**config.mk**
```make
export PLATFORM = sky130hd
export DESIGN_NAME = pipe_step_controller_flat
export DESIGN_NICKNAME = d
export VERILOG_FILES = /design/src/rtl/pipe_ctrl_pkg.sv /design/src/rtl/pipe_step_if.sv /design/src/rtl/pipe_step_controller_rate_divider.sv /design/src/rtl/pipe_step_controller.sv /design/src/flat_wrapper.sv
export SDC_FILE = /design/constraint.sdc
export NUM_CORES = 1
export LEC_CHECK = 0
export CELL_PAD_IN_SITES_DETAIL_PLACEMENT = 0
export CELL_PAD_IN_SITES_GLOBAL_PLACEMENT = 1
export CORE_MARGIN = 2
export CORE_UTILIZATION = 48
export DETAILED_ROUTE_END_ITERATION = 10
export GPL_TIMING_DRIVEN = 0
export PLACE_DENSITY_LB_ADDON = 0.12
export SYNTH_ARGS = -nofsm -noshare
export SYNTH_HDL_FRONTEND = slang
export SYNTH_SLANG_ARGS = --single-unit
export TNS_END_PERCENT = 50
```
**constraint.sdc**
```tcl
create_clock -name CLK -period 6 [get_ports CLK]
set_clock_uncertainty 0.2 [all_clocks]
set_input_delay 1.8 -clock CLK [delete_from_list [all_inputs] [get_ports CLK]]
set_output_delay 1.8 -clock CLK [all_outputs]
set_load 0.01 [all_outputs]
```
**src/rtl/pipe_ctrl_pkg.sv**
```systemverilog
// Shared types and default sizing for the pipeline step controller.
package pipe_ctrl_pkg;

    localparam int unsigned DEF_RUN_DIV = 50000000;
    localparam int unsigned DEF_CNT_W   = 28;
    localparam int unsigned DEF_CYC_W   = 16;
    localparam int unsigned BURST_W     = 4;

    typedef enum logic [2:0] {
        ST_IDLE   = 3'd0,
        ST_STEP   = 3'd1,
        ST_RUN    = 3'd2,
        ST_BURST  = 3'd3,
        ST_HALTED = 3'd4
    } state_e;

endpackage

```
**src/rtl/pipe_step_if.sv**
```systemverilog
// Button-side commands in, pipeline advance and display status out.
interface pipe_step_if
    import pipe_ctrl_pkg::*;
#(
    parameter int unsigned CYC_W = DEF_CYC_W
);
    logic               step_pulse;
    logic               run_pulse;
    logic               burst_pulse;
    logic [BURST_W-1:0] burst_len;
    logic               halt_req;
    logic               adv;
    logic               running;
    logic               halted;
    logic [CYC_W-1:0]   cycle_count;

    modport master (
        output step_pulse, run_pulse, burst_pulse, burst_len, halt_req,
        input  adv, running, halted, cycle_count
    );

    modport slave (
        input  step_pulse, run_pulse, burst_pulse, burst_len, halt_req,
        output adv, running, halted, cycle_count
    );
endinterface

```
**src/rtl/pipe_step_controller_rate_divider.sv**
```systemverilog
// Reloading down-counter that paces free-run advances.
module rate_divider #(
    parameter int unsigned W = 28
) (
    input  logic         CLK,
    input  logic         clear_n,
    input  logic         load,
    input  logic         dec,
    input  logic [W-1:0] load_val,
    output logic         zero_nxt_c
);
    logic [W-1:0] cnt_q;
    logic [W-1:0] cnt_d;

    // Next count: explicit load, or decrement with wrap back to the reload value.
    always_comb begin
        cnt_d = cnt_q;
        if (load) begin
            cnt_d = load_val;
        end else if (dec) begin
            cnt_d = (cnt_q == '0) ? load_val : cnt_q - W'(1);
        end
    end

    // Count register.
    always_ff @(posedge CLK or negedge clear_n) begin
        if (!clear_n) begin
            cnt_q <= '0;
        end else begin
            cnt_q <= cnt_d;
        end
    end

    // Expiry is flagged one cycle early so the registered advance lands on count==0.
    assign zero_nxt_c = (cnt_d == '0);

endmodule

```
**src/rtl/pipe_step_controller.sv**
```systemverilog
// Single-step / burst / free-run sequencer for the pipeline advance enable.
module pipe_step_controller
    import pipe_ctrl_pkg::*;
#(
    parameter int unsigned RUN_DIV = DEF_RUN_DIV,
    parameter int unsigned CNT_W   = DEF_CNT_W,
    parameter int unsigned CYC_W   = DEF_CYC_W
) (
    input  logic      CLK,
    input  logic      clear_n,
    pipe_step_if.slave bus
);
    localparam logic [CNT_W-1:0] DIV_RELOAD = CNT_W'(RUN_DIV - 1);

    state_e             state_q;
    state_e             state_d;
    logic [BURST_W-1:0] burst_q;
    logic [BURST_W-1:0] burst_d;
    logic [CYC_W-1:0]   cyc_q;
    logic               adv_q;
    logic               running_q;
    logic               halted_q;
    logic               adv_d;
    logic               div_load;
    logic               div_dec;
    logic               div_zero_nxt_c;

    rate_divider #(
        .W (CNT_W)
    ) u_div (
        .CLK        (CLK),
        .clear_n    (clear_n),
        .load       (div_load),
        .dec        (div_dec),
        .load_val   (DIV_RELOAD),
        .zero_nxt_c (div_zero_nxt_c)
    );

    // Next state, burst count and divider control; halt outranks every pulse.
    always_comb begin
        state_d  = state_q;
        burst_d  = burst_q;
        div_load = 1'b0;
        div_dec  = 1'b0;
        unique case (state_q)
            ST_IDLE: begin
                if (bus.halt_req) begin
                    state_d = ST_HALTED;
                end else if (bus.run_pulse) begin
                    state_d  = ST_RUN;
                    div_load = 1'b1;
                end else if (bus.burst_pulse) begin
                    if (bus.burst_len != '0) begin
                        state_d = ST_BURST;
                        burst_d = bus.burst_len;
                    end
                end else if (bus.step_pulse) begin
                    state_d = ST_STEP;
                end
            end
            ST_STEP: begin
                state_d = bus.halt_req ? ST_HALTED : ST_IDLE;
            end
            ST_RUN: begin
                if (bus.halt_req) begin
                    state_d = ST_HALTED;
                end else if (bus.run_pulse) begin
                    state_d = ST_IDLE;
                end else begin
                    div_dec = 1'b1;
                end
            end
            ST_BURST: begin
                if (bus.halt_req) begin
                    state_d = ST_HALTED;
                    burst_d = '0;
                end else if (bus.run_pulse || burst_q <= BURST_W'(1)) begin
                    state_d = ST_IDLE;
                    burst_d = '0;
                end else begin
                    burst_d = burst_q - BURST_W'(1);
                end
            end
            ST_HALTED: begin
                state_d = ST_HALTED;
            end
            default: begin
                state_d = ST_IDLE;
                burst_d = '0;
            end
        endcase
    end

    // Advance decision for the upcoming cycle, decoded from the next state.
    always_comb begin
        adv_d = 1'b0;
        unique case (state_d)
            ST_STEP, ST_BURST: adv_d = 1'b1;
            ST_RUN:            adv_d = div_zero_nxt_c;
            default:           adv_d = 1'b0;
        endcase
    end

    // State, burst counter, registered outputs and saturating advance count.
    always_ff @(posedge CLK or negedge clear_n) begin
        if (!clear_n) begin
            state_q   <= ST_IDLE;
            burst_q   <= '0;
            adv_q     <= 1'b0;
            running_q <= 1'b0;
            halted_q  <= 1'b0;
            cyc_q     <= '0;
        end else begin
            state_q   <= state_d;
            burst_q   <= burst_d;
            adv_q     <= adv_d;
            running_q <= (state_d == ST_RUN) || (state_d == ST_BURST);
            halted_q  <= (state_d == ST_HALTED);
            if (adv_d && (cyc_q != '1)) begin
                cyc_q <= cyc_q + CYC_W'(1);
            end
        end
    end

    assign bus.adv         = adv_q;
    assign bus.running     = running_q;
    assign bus.halted      = halted_q;
    assign bus.cycle_count = cyc_q;

endmodule

```
**src/flat_wrapper.sv**
```systemverilog
// flat-port wrapper written by rule: the top's interface ports become plain ports
module pipe_step_controller_flat import pipe_ctrl_pkg::*;
#(
    parameter int unsigned RUN_DIV = DEF_RUN_DIV,
    parameter int unsigned CNT_W   = DEF_CNT_W,
    parameter int unsigned CYC_W   = DEF_CYC_W
)
  (CLK, clear_n, bus_step_pulse, bus_run_pulse, bus_burst_pulse, bus_burst_len, bus_halt_req, bus_adv, bus_running, bus_halted, bus_cycle_count);
  pipe_step_if #(.CYC_W(CYC_W)) bus_i ();
  input  logic CLK;
  input  logic clear_n;
  input wire logic [$bits(bus_i.step_pulse)-1:0] bus_step_pulse;
  input wire logic [$bits(bus_i.run_pulse)-1:0] bus_run_pulse;
  input wire logic [$bits(bus_i.burst_pulse)-1:0] bus_burst_pulse;
  input wire logic [$bits(bus_i.burst_len)-1:0] bus_burst_len;
  input wire logic [$bits(bus_i.halt_req)-1:0] bus_halt_req;
  output wire logic [$bits(bus_i.adv)-1:0] bus_adv;
  output wire logic [$bits(bus_i.running)-1:0] bus_running;
  output wire logic [$bits(bus_i.halted)-1:0] bus_halted;
  output wire logic [$bits(bus_i.cycle_count)-1:0] bus_cycle_count;
  assign bus_i.step_pulse = bus_step_pulse;
  assign bus_i.run_pulse = bus_run_pulse;
  assign bus_i.burst_pulse = bus_burst_pulse;
  assign bus_i.burst_len = bus_burst_len;
  assign bus_i.halt_req = bus_halt_req;
  assign bus_adv = bus_i.adv;
  assign bus_running = bus_i.running;
  assign bus_halted = bus_i.halted;
  assign bus_cycle_count = bus_i.cycle_count;
  pipe_step_controller #(.RUN_DIV(RUN_DIV), .CNT_W(CNT_W), .CYC_W(CYC_W)) u_core (.CLK(CLK), .clear_n(clear_n), .bus(bus_i));
endmodule
```
# Yosys cells after proc, flatten, opt, wreduce, memory -nomap -nowiden
# Cells that the tools add are included.
# word_totals
ff_bits,54
input_bits,10
output_inout_bits,19
elab_cells,63
# classes
n_addsub,3
magnitude_cmp,1
eq_ne,13
n_mux,28
n_bitwise,1
n_reduce_logical,10
# ops
op,n
28-bit 2-to-1 mux,3
28-bit logical NOT,2
3-bit 2-to-1 mux,10
28-bit by 1-bit subtractor with 28-bit output (second input constant),1
4-bit 2-to-1 mux,6
16-bit by 1-bit adder with 16-bit output (second input constant),1
16-bit inequality test (second input constant),1
3-bit one-hot mux with 5 select lines,1
3-bit by 2-bit == test with 1-bit output (second input constant),4
4-bit one-hot mux with 3 select lines,1
3-bit by 1-bit == test with 1-bit output (second input constant),2
3-bit == test (second input constant),2
1-bit 2-to-1 mux,6
2-bit inequality test (second input constant),3
5-bit AND reduction,1
4-bit by 1-bit less-or-equal comparator with 1-bit output (second input constant),1
4-bit nonzero test,1
4-bit by 1-bit subtractor with 4-bit output (second input constant),1
3-bit logical NOT,1
3-bit OR reduction,1
1-bit logical OR,2
2-bit by 1-bit inequality test with 1-bit output (second input constant),1
1-bit one-hot mux with 2 select lines,1
2-bit OR reduction,1
other kinds (2),2

# Longest topological paths before layout
# Gate-level depths: netlist of the first run.
# logic_depth
word_depth,10
depth_mapped,11
depth_no_buf,10

# By module
# A second synthesis of the first run with hierarchy kept.
# hier_totals
cells_unflattened,399
area_unflattened_um2,3606.0
# modules_own_cells
module,n_inst,cells_per_inst,area_per_inst_um2,seq_area_each_um2
rate_divider,1,261,2207.1,700.7
pipe_step_controller,1,138,1398.8,650.6

# Worst setup path after synthesis of the first run
# Ideal clock, no wire load.
# synth_timing
path_type,in2reg
from,in bus_halt_req
to,reg u_core.cyc_q[14] (netlist: u_core.bus.cycle_count[14])
setup_ns,0.129
t_arrival_ns,3.968
required_ns,5.671
slack_ns,1.703
stages,9
path_buffers,2
cell_sequence,nor4_4 > buf_6 > nand4_2 > or3_1 > mux2i_1 > a211oi_2 > a31oi_4 > buf_6 > o41a_1
# synth_via
elab_chain_len,7
word_cells_on_any_way,18
classes_between,eq/ne (3); mux (12); reduce/logical (3)
# synth_rtl
element,line,source
start: declaration,flat_wrapper.sv:16,input wire logic [$bits(bus_i.halt_req)-1:0] bus_halt_req;
1-bit 2-to-1 mux,pipe_step_controller.sv:65,if (bus.halt_req) begin
1-bit 2-to-1 mux,pipe_step_controller.sv:45,unique case (state_q)
28-bit 2-to-1 mux,pipe_step_controller_rate_divider.sv:20,end else if (dec) begin
28-bit 2-to-1 mux,pipe_step_controller_rate_divider.sv:18,if (load) begin
28-bit logical NOT,pipe_step_controller_rate_divider.sv:35,assign zero_nxt_c = (cnt_d == '0);
1-bit one-hot mux with 2 select lines *,pipe_step_controller.sv:97,unique case (state_d)
1-bit logical AND *,pipe_step_controller.sv:119,if (adv_d && (cyc_q != '1)) begin
end signal: assignment,pipe_step_controller.sv:120,cyc_q <= cyc_q + CYC_W'(1);
end: declaration,pipe_step_controller.sv:19,logic [CYC_W-1:0] cyc_q;
# Every way passes the cells marked *; elsewhere a longest branch is shown, timed or not.
# A chain may end at the register's enable or synchronous reset.

# Worst setup path in the final report of the first run
# Ends and elaborated chain as after synthesis.

==> impl_results.md, run 1 <==
- First-pass GRT wire length: between 10 and 15 mm
- Clk Latency, worst-skew pair: 0.31 ns
- Clock network power share: 0.283
- Share of post-route cells with drive strength above 1: 0.1173
- WP data required: roughly 6.0 ns
- Placed instance count: approximately 430
- Slew @ Worst Pin: 0.6868 ns
- Register area: around 1400 um^2
- Die width: around 85 um
- Full die area: 7225 um^2
- I/O pin cnt: 29
- DP Worst Slack: 0.7774 ns
- TNS Setup: 0 ns
- Synth Area per Inst: approximately 9.8 um^2
- Non-Filler Instances: 435
- RePlAce Congestion: just over 0.8
- Final Hold Fails: 0
- Worst vdd ir: 158.6 uV
- Site Rows: 29
- Total Routing Usage GR: 0.1959
- Status: completed
- CTS Buf Count: 5
- H-tree levels: 2
- IO Port Bufs: 28
- Leak: around 1.6 nW
- Root Driver: clkbuf_8
- Antenna violations before repair: 0
- CTS Hold Bufs: 0
- Post-Syn Area: around 3100 um^2
- Largest net degree at the start of global routing: 38
- Clk sinks: 54
- Pwr Total: 1.024 mW
- Worst hold path type: flop to flop
- Syn Nets: 336
- Via count: roughly 2500
- Hold path depth: 1
- R2r worst-path depth: 10
- Synth area leader: dfrtp_1
- NumNets Final: 372
- Routed WL per cell: 15.14 um
- Maxcap violations: 0
- Startpoint Class: primary input
- Placed instance area: between 3000 and 4000 um^2
- Tcrit/Tclk final: 0.8141
- Yosys reg bits: 54
- DRT iter0 DRCs: 69
- Ys async rst share: 1.000
- Syn Inst Count: 321
- Post-synth EDFFs: 0
- Clk buf depth: 2
- Multi-input logic area: roughly 1700 um^2
- Minimum clock period: 4.885 ns
- Initial Utilization: 0.4960
- RSZ-0062 raised after global routing: no
- CTS tree: built
- Clock Pin Slew Worst Setup and Hold Paths: 0.10 ns
- Setup CP Type: primary input to flop
- Area growth, synth to finish: 16.81%
- ANT nets after route: 0
- Sequential power share: 0.475
- Post-CTS Repair Setup Buffers: 0
- Crit-path max FO: 10
- Switching Share: 0.3165
- Pwr/cell area: 278.3 nW/um^2
- DRC viols: 0
- # setup viols final: 0
- FILL cells: between 500 and 600
- Core Area: 6350 um^2
- Routed vias/inst: 5.664
- Sequential area share after synthesis: 0.4291
- Most common cell after layout, fill and taps aside: dfrtp_1
- # resized after CTS: 0
- Arrival @ worst endpoint: 4.88 ns
- Final instance area: 3679 um^2
- Worst setup EP type: flop
- Area fraction of the dominant cell type after synthesis: 0.4291
- Most used DFF post-synth: dfrtp_1
- Antenna cells: 0
- Grt ovf: 0
- Final Max Tran Viols: 0
- Cell-internal power: 0.6997 mW
- Synth top area cells: dfrtp_1, xor2_1, xnor2_1
- Yosys cell types: 61
- Number of global-route vias before repair: between 2000 and 2500
- Chip height: around 85 um
- Peak Freq: 0.2047 GHz
- Combinational share of power: 0.242
- Final WL: around 6.6 mm
- Slew headroom: 0.5386
- HPWL Detailed: 4.749 mm
- NetSw: 0.3241 mW
- Most frequent cells in the layout: dfrtp_1, nand2_1, nor2_1, clkdlybuf4s50_1, xor2_1
- Drt first pass iters: 4
- Warnings, synthesis: 0
- Final setup margin: 1.115 ns
critical path, cell delays in order:
cell             delay, ns
clkdlybuf4s50_1       0.55
nor4_4                0.39
buf_6                 0.19
nand4_2               0.27
or3_1                 0.47
mux2i_1               0.16
a211oi_2              0.26
a31oi_4               0.21
buf_6                 0.22
o41a_1                0.36
state kept, by name, indices dropped and copies added (netlist names):
| name | count |
|---|---|
| u_core.burst_q | 4 |
| u_core.bus.adv | 1 |
| u_core.bus.cycle_count | 16 |
| u_core.bus.halted | 1 |
| u_core.bus.running | 1 |
| u_core.state_q | 3 |
| u_core.u_div.cnt_q | 28 |
power by group through the flow:
stage	logic (mW)	registers, mW	clock network, mW
after floorplan	0.192	0.479	0
after global placement	0.243	0.490	0
after detailed placement	0.246	0.492	0
after CTS	0.249	0.486	0.301
after global routing	0.281	0.495	0.314
final	0.248	0.486	0.290
stage by stage:
| stage | util | hold WS (ns) |
|---|---|---|
| floorplan | - | 0.2934 |
| global placement | 0.5553 | 0.2805 |
| detailed placement | 0.5576 | 0.2769 |
| CTS | 0.5793 | 0.2961 |
| global route | 0.5793 | 0.3220 |
| finish | 0.5793 | 0.3047 |
per-layer routing:
metal  global-route usage  part of all wire  vias up
met1               0.2853              0.50     1188
met2               0.3047              0.45       40
met4              0.06494             0.021        0
li1                     -                 -     1225
met3              0.02335             0.027       11
met5                    0                 0        -
kinds of logic (layout without fill, tap and decap cells):
family / Yosys count / count (layout) / synth area share
simple gates: 157 / 157 / 0.2980
flops: 54 / 54 / 0.4291
compound gates: 38 / 38 / 0.09257
xor+xnor: 33 / 33 / 0.09178
buf+inv: 26 / 63 / 0.04012
mux: 7 / 7 / 0.02542
fa+ha+maj: 6 / 6 / 0.02304
cell type report:
cell class                 count  share of cell area
buffer                        14             0.02211
clock buffer                   5             0.01871
tap                           77             0.02619
timing repair buffer          29             0.08027
multi-input combinational    241              0.4544
clock inverter                 3             0.01871
inverter                      12             0.01224
sequential                    54              0.3673
synth_stat cells, drive strengths merged, types with 4 or more instances:
cell	count
a21oi	7
buf	7
clkbuf	7
dfrtp	54
ha	5
inv	12
mux2	5
nand2	30
nand3	13
nand3b	5
nand4	10
nor2	28
nor2b	5
nor3	22
nor3b	4
nor4	16
o21a	4
o21ai	7
or3	5
or4	4
xnor2	14
xor2	19
worst paths after layout:
path / slack, ns / from / end
max in group asynchronous: 3.83 / clear_n / u_core.u_div.cnt_q[16]
worst min register to register: 0.30 / u_core.bus.cycle_count[12] / u_core.bus.cycle_count[12]
worst max-delay path: 1.12 / bus_halt_req / u_core.bus.cycle_count[14]
min in group asynchronous: 1.22 / clear_n / u_core.u_div.cnt_q[5]
worst max register to register: 2.55 / u_core.u_div.cnt_q[0] / u_core.bus.cycle_count[14]
worst min-delay path: 0.30 / u_core.bus.cycle_count[12] / u_core.bus.cycle_count[12]
No activity file was read; power rests on OpenSTA's default activity.
==> run 2: changes to the inputs <==
--- a/config.mk
+++ b/config.mk
@@ -8,7 +8,7 @@
 export CELL_PAD_IN_SITES_DETAIL_PLACEMENT = 0
 export CELL_PAD_IN_SITES_GLOBAL_PLACEMENT = 1
 export CORE_MARGIN = 2
-export CORE_UTILIZATION = 48
+export CORE_UTILIZATION = 45
 export DETAILED_ROUTE_END_ITERATION = 10
 export GPL_TIMING_DRIVEN = 0
 export PLACE_DENSITY_LB_ADDON = 0.12
==> constraint.sdc (replaced) <==
create_clock -name CLK -period 4.9 [get_ports CLK]
set_clock_uncertainty 0.2 [all_clocks]
set_input_delay 1.47 -clock CLK [delete_from_list [all_inputs] [get_ports CLK]]
set_output_delay 1.47 -clock CLK [all_outputs]
set_load 0.01 [all_outputs]
==> impl_results.md, run 2 (synthesis gave the netlist of run 1 again) <==
- Status: completed
- Maxcap violations: 0
- Clk sinks: 54
- # setup viols final: 0
- Via count: 2441
- Area growth, synth to finish: 15.93%
- Clock Pin Slew Worst Setup and Hold Paths: 0.09 ns
- Slew @ Worst Pin: 0.6826 ns
- Tcrit/Tclk final: 0.9251
- Placed instance count: between 400 and 500
- Core Area: 6794 um^2
- Total Routing Usage GR: 0.1940
- IO Port Bufs: 28
- Worst vdd ir: 177.3 uV
- Multi-input logic area: 1672 um^2
- WP data required: roughly 4.9 ns
- I/O pin cnt: 29
- Number of global-route vias before repair: 2442
- Final Max Tran Viols: 0
- Arrival @ worst endpoint: 4.53 ns
- Worst hold slack: about 0.29 ns
- Startpoint Class: primary input
- Placed instance area: 3565 um^2
- DRT iter0 DRCs: between 90 and 100
- Final Hold Fails: 0
- RSZ-0062 raised after global routing: no
- Worst hold path type: flop to flop
- Slew headroom: 0.5414
- Clk buf depth: 2
- Largest register FFs: 28
- Max incr delay on CP: 0.60 ns
- Initial Utilization: 0.4635
- Drt first pass iters: 4
- Site Rows: 30
- Minimum clock period: 4.533 ns
- Worst path cell trace: clkdlybuf4s50_1, nor4_4, nand3_2, nor3_1, xor2_1, nor4_1, a31oi_4, nor2_2, mux2_4
- Register area: 1351 um^2
- ANT nets after route: 0
- Crit-path max FO: 9
- Antenna violations before repair: 0
- Post-CTS Repair Setup Buffers: 0
- Clk Latency, worst-skew pair: 0.32 ns
- CP bufs+invs: 1
- Largest net degree at the start of global routing: 39
- FILL cells: 665
- Full die area: 7683 um^2
- Most common cell after layout, fill and taps aside: dfrtp_1
- NumNets Final: roughly 370
- Reg with most FFs: u_core.u_div.cnt_q
- Grt ovf: 0
- First-pass GRT wire length: 11.89 mm
- Chip height: around 90 um
- CP max stage cell: nor4_1
- Pwr/cell area: 315.6 nW/um^2
- Setup CP Type: primary input to flop
- Die width: 87.66 um
- # resized after CTS: 0
- DRC viols: 0
- Routed WL per cell: ~14 um
- Most frequent cells in the layout: dfrtp_1, nand2_1, nor2_1, clkdlybuf4s50_1, xor2_1
- Final instance area: 3651 um^2
- Largest delay share family, worst path: simple AND/OR/NAND/NOR gates
- CTS tree: built
- CTS Buf Count: 5
- Leak: 1.564 nW
- Share of post-route cells with drive strength above 1: 0.1145
- Root Driver: clkbuf_8
- Non-Filler Instances: 454
- Peak Freq: approximately 0.22 GHz
- H-tree levels: 2
- TNS Setup: 0 ns
- RePlAce Congestion: 0.7989
- Final WL: roughly 6.5 mm
- Antenna cells: 0
- HPWL Detailed: 4.815 mm
- CTS Hold Bufs: 0
- Worst setup EP type: flop
- Routed vias/inst: roughly 5.4
-- run 2: cell types whose count changed in the layout (fill, tap and decap cells not counted) --
| cell | previous run | this run |
|---|---|---|
| clkbuf_1 | 6 | 7 |
| bufinv_16 | 2 | 0 |
| clkinv_2 | 0 | 1 |
-- run 2: where the power goes --
group | total (mW) | internal, mW | switching (mW)
Sequential | 0.594 | 0.515 | 0.0789
Clock | 0.251 | 0.101 | 0.149
Combinational | 0.307 | 0.137 | 0.170
-- run 2: layout make-up --
cell class	instances	area share
inverters	12	0.01234
clock buffers	6	0.01988
well taps	96	0.03290
repair buffers	29	0.08088
multi-input cells	241	0.4578
flip-flops and latches	54	0.3701
plain buffers	14	0.02228
clock inverters	2	0.003770
-- run 2: final timing paths --
path                                                   to  slack [ns]                      start  depth (start not counted)
worst max-delay path            u_core.bus.cycle_count[1]        0.37               bus_halt_req                          9
worst min-delay path            u_core.bus.cycle_count[6]        0.29  u_core.bus.cycle_count[6]                          1
worst max register to register  u_core.bus.cycle_count[1]        1.43      u_core.u_div.cnt_q[0]                         10
worst min register to register  u_core.bus.cycle_count[6]        0.29  u_core.bus.cycle_count[6]                          1
max in group asynchronous          u_core.u_div.cnt_q[20]        3.07                    clear_n                          2
min in group asynchronous               u_core.bus.halted        0.89                    clear_n                          1
-- run 2: per-stage QoR --
stage	setup slack [ns]	total power, mW	util
2_1_floorplan	0.9327	0.8220	-
3_3_place_gp	0.04838	0.9041	0.5225
3_5_place_dp	0.01401	0.9075	0.5247
4_1_cts	0.3610	1.168	0.5374
5_1_grt	0.1745	1.240	0.5374
6_report	0.3671	1.152	0.5374
-- run 2: routing by layer --
metal | share of wire | vias to the layer above | track usage | wire length, um
li1 | - | 1223 | - | -
met1 | 0.50 | 1180 | 0.2785 | 3279
met2 | 0.47 | 33 | 0.3092 | 3034
met3 | 0.025 | 5 | 0.03393 | 160
met4 | 0.0074 | 0 | 0.04056 | 48
met5 | 0 | - | 0 | 0
==> run 3: changes to the inputs <==
--- a/config.mk
+++ b/config.mk
@@ -10,7 +10,7 @@
 export CORE_MARGIN = 2
 export CORE_UTILIZATION = 45
 export DETAILED_ROUTE_END_ITERATION = 10
-export GPL_TIMING_DRIVEN = 0
+export GPL_TIMING_DRIVEN = 1
 export PLACE_DENSITY_LB_ADDON = 0.12
 export SYNTH_ARGS = -nofsm -noshare
 export SYNTH_HDL_FRONTEND = slang
==> impl_results.md, run 3 (synthesis gave the netlist of run 1 again) <==
- Status: completed
- # setup viols final: 0
- Arrival @ worst endpoint: about 4.5 ns
- Via count: 2446
- Setup CP Type: primary input to flop
- Clk sinks: 54
- CTS tree: built
- First-pass GRT wire length: ~11 mm
- Max incr delay on CP: 0.51 ns
- Share of the core filled with cells: 0.5366
- Drt first pass iters: 4
- Hold path depth: 1
- CTS Buf Count: 5
- Clk buf depth: 2
- Slew @ Worst Pin: 0.9950 ns
- Pwr Total: 1.184 mW
- Pwr/cell area: 324.7 nW/um^2
- DP Worst Slack: between 0.1 and 0.15 ns
- Worst vdd ir: 171.7 uV
- Area growth, synth to finish: 15.77%
- Antenna cells: 0
- Total Routing Usage GR: 0.1869
- Initial Utilization: 0.4635
- Root Driver: clkbuf_8
- RePlAce Congestion: roughly 0.80
- Crit-path max FO: 14
- Number of global-route vias before repair: 2306
- Placed instance count: 439
- Register area: 1351 um^2
- Reg with most FFs: u_core.u_div.cnt_q
- Antenna violations before repair: 0
- Core Area: 6794 um^2
- FILL cells: 607
- Largest register FFs: 28
- Worst setup EP type: flop
- DRC viols: 0
- Share of post-route cells with drive strength above 1: 0.1140
- CTS Hold Bufs: 0
- Tcrit/Tclk final: 0.9078
- Non-Filler Instances: 447
- Final setup margin: roughly 0.45 ns
- Multi-input logic area: 1672 um^2
- Clock Pin Slew Worst Setup and Hold Paths: 0.10 ns
- I/O pin cnt: 29
- Slew headroom: 0.3342
- Minimum clock period: 4.448 ns
- H-tree levels: 2
- Worst path cell trace: clkdlybuf4s50_1, nor4_4, buf_12, nand3_2, nor3_1, xor2_1, nor4_1, a31oi_4, buf_4, o41a_1
- Worst hold path type: flop to flop
- Most common cell after layout, fill and taps aside: dfrtp_1
- Clk Latency, worst-skew pair: around 0.31 ns
- # resized after CTS: 0
- Site Rows: 30
- RSZ-0062 raised after global routing: no
- DRT iter0 DRCs: 96
- Chip height: 87.66 um
- NumNets Final: 365
- Maxcap violations: 0
- Leak: 1.556 nW
- Final Hold Fails: 0
- R2r worst-path depth: 11
- Routed vias/inst: around 5.5
- Most frequent cells in the layout: dfrtp_1, nand2_1, nor2_1, clkdlybuf4s50_1, xor2_1
- ANT nets after route: 0
- Post-CTS Repair Setup Buffers: 0
- CP max stage cell: clkdlybuf4s50_1
- Startpoint Class: primary input
- Routed WL per cell: 14.70 um
- Full die area: 7683 um^2
- Largest net degree at the start of global routing: between 40 and 50
- TNS Setup: 0 ns
- IO Port Bufs: 28
- Final WL: between 6 and 7 mm
- Grt ovf: 0
- WP data required: 4.91 ns
- Die width: between 80 and 90 um
- Peak Freq: 0.2248 GHz
- Final Max Tran Viols: 0
- HPWL Detailed: 4.690 mm
## run 3: cell count changes in the layout (fill, tap and decap cells not counted)
cell        before  now
buf_4            0    7
bufinv_16        0    1
clkbuf_1         7    1
clkinvlp_4       0    1
buf_6            3    0
clkbuf_2         1    0
clkinv_4         1    0
clkinv_2         1    0
buf_2            5    1
## run 3: path summary, 6_finish.rpt
path,start,to,slack (ns)
worst max-delay path,bus_halt_req,u_core.bus.cycle_count[14],0.45
worst min-delay path,u_core.bus.cycle_count[6],u_core.bus.cycle_count[6],0.30
worst max register to register,u_core.u_div.cnt_q[0],u_core.bus.cycle_count[14],1.53
worst min register to register,u_core.bus.cycle_count[6],u_core.bus.cycle_count[6],0.30
max in group asynchronous,clear_n,u_core.u_div.cnt_q[3],2.64
min in group asynchronous,clear_n,u_core.burst_q[3],1.11
## run 3: where the power goes
part           switching [mW]  internal (mW)  leakage [nW]  total (mW)
Sequential              0.109          0.515         0.678       0.624
Combinational           0.132          0.123         0.826       0.255
Clock                   0.152          0.153        0.0514       0.305
## run 3: per-stage QoR
stage / cell area, um^2 / hold WS, ns
finish: 3646 / 0.3012
global route: 3646 / 0.3339
CTS: 3646 / 0.2997
detailed placement: 3536 / 0.2816
global placement: 3536 / 0.2787
floorplan: 3149 / 0.2934
## run 3: metal layers
metal	wire, um	track usage	vias up
li1	-	-	1208
met2	3144	0.3085	43
met4	57	0.04196	0
met3	214	0.03205	5
met5	0	0	-
met1	3154	0.2585	1190
## run 3: worst max-delay path, delay by kind of cell
| family | cells | cell delay (ns) |
|---|---|---|
| XOR/XNOR | 1 | 0.11 |
| AO/OA/AOI/OAI | 2 | 0.67 |
| AND/OR/NAND/NOR | 4 | 1.28 |
| buffers and inverters | 3 | 0.92 |
## run 3: layout make-up
class	count	share of cell area
Timing Repair Buffer	36	0.09540
Clock inverter	2	0.01030
Multi-Input combinational cell	241	0.4585
Clock buffer	6	0.01990
Sequential cell	54	0.3706
Tap cell	96	0.03294
Inverter	12	0.01235
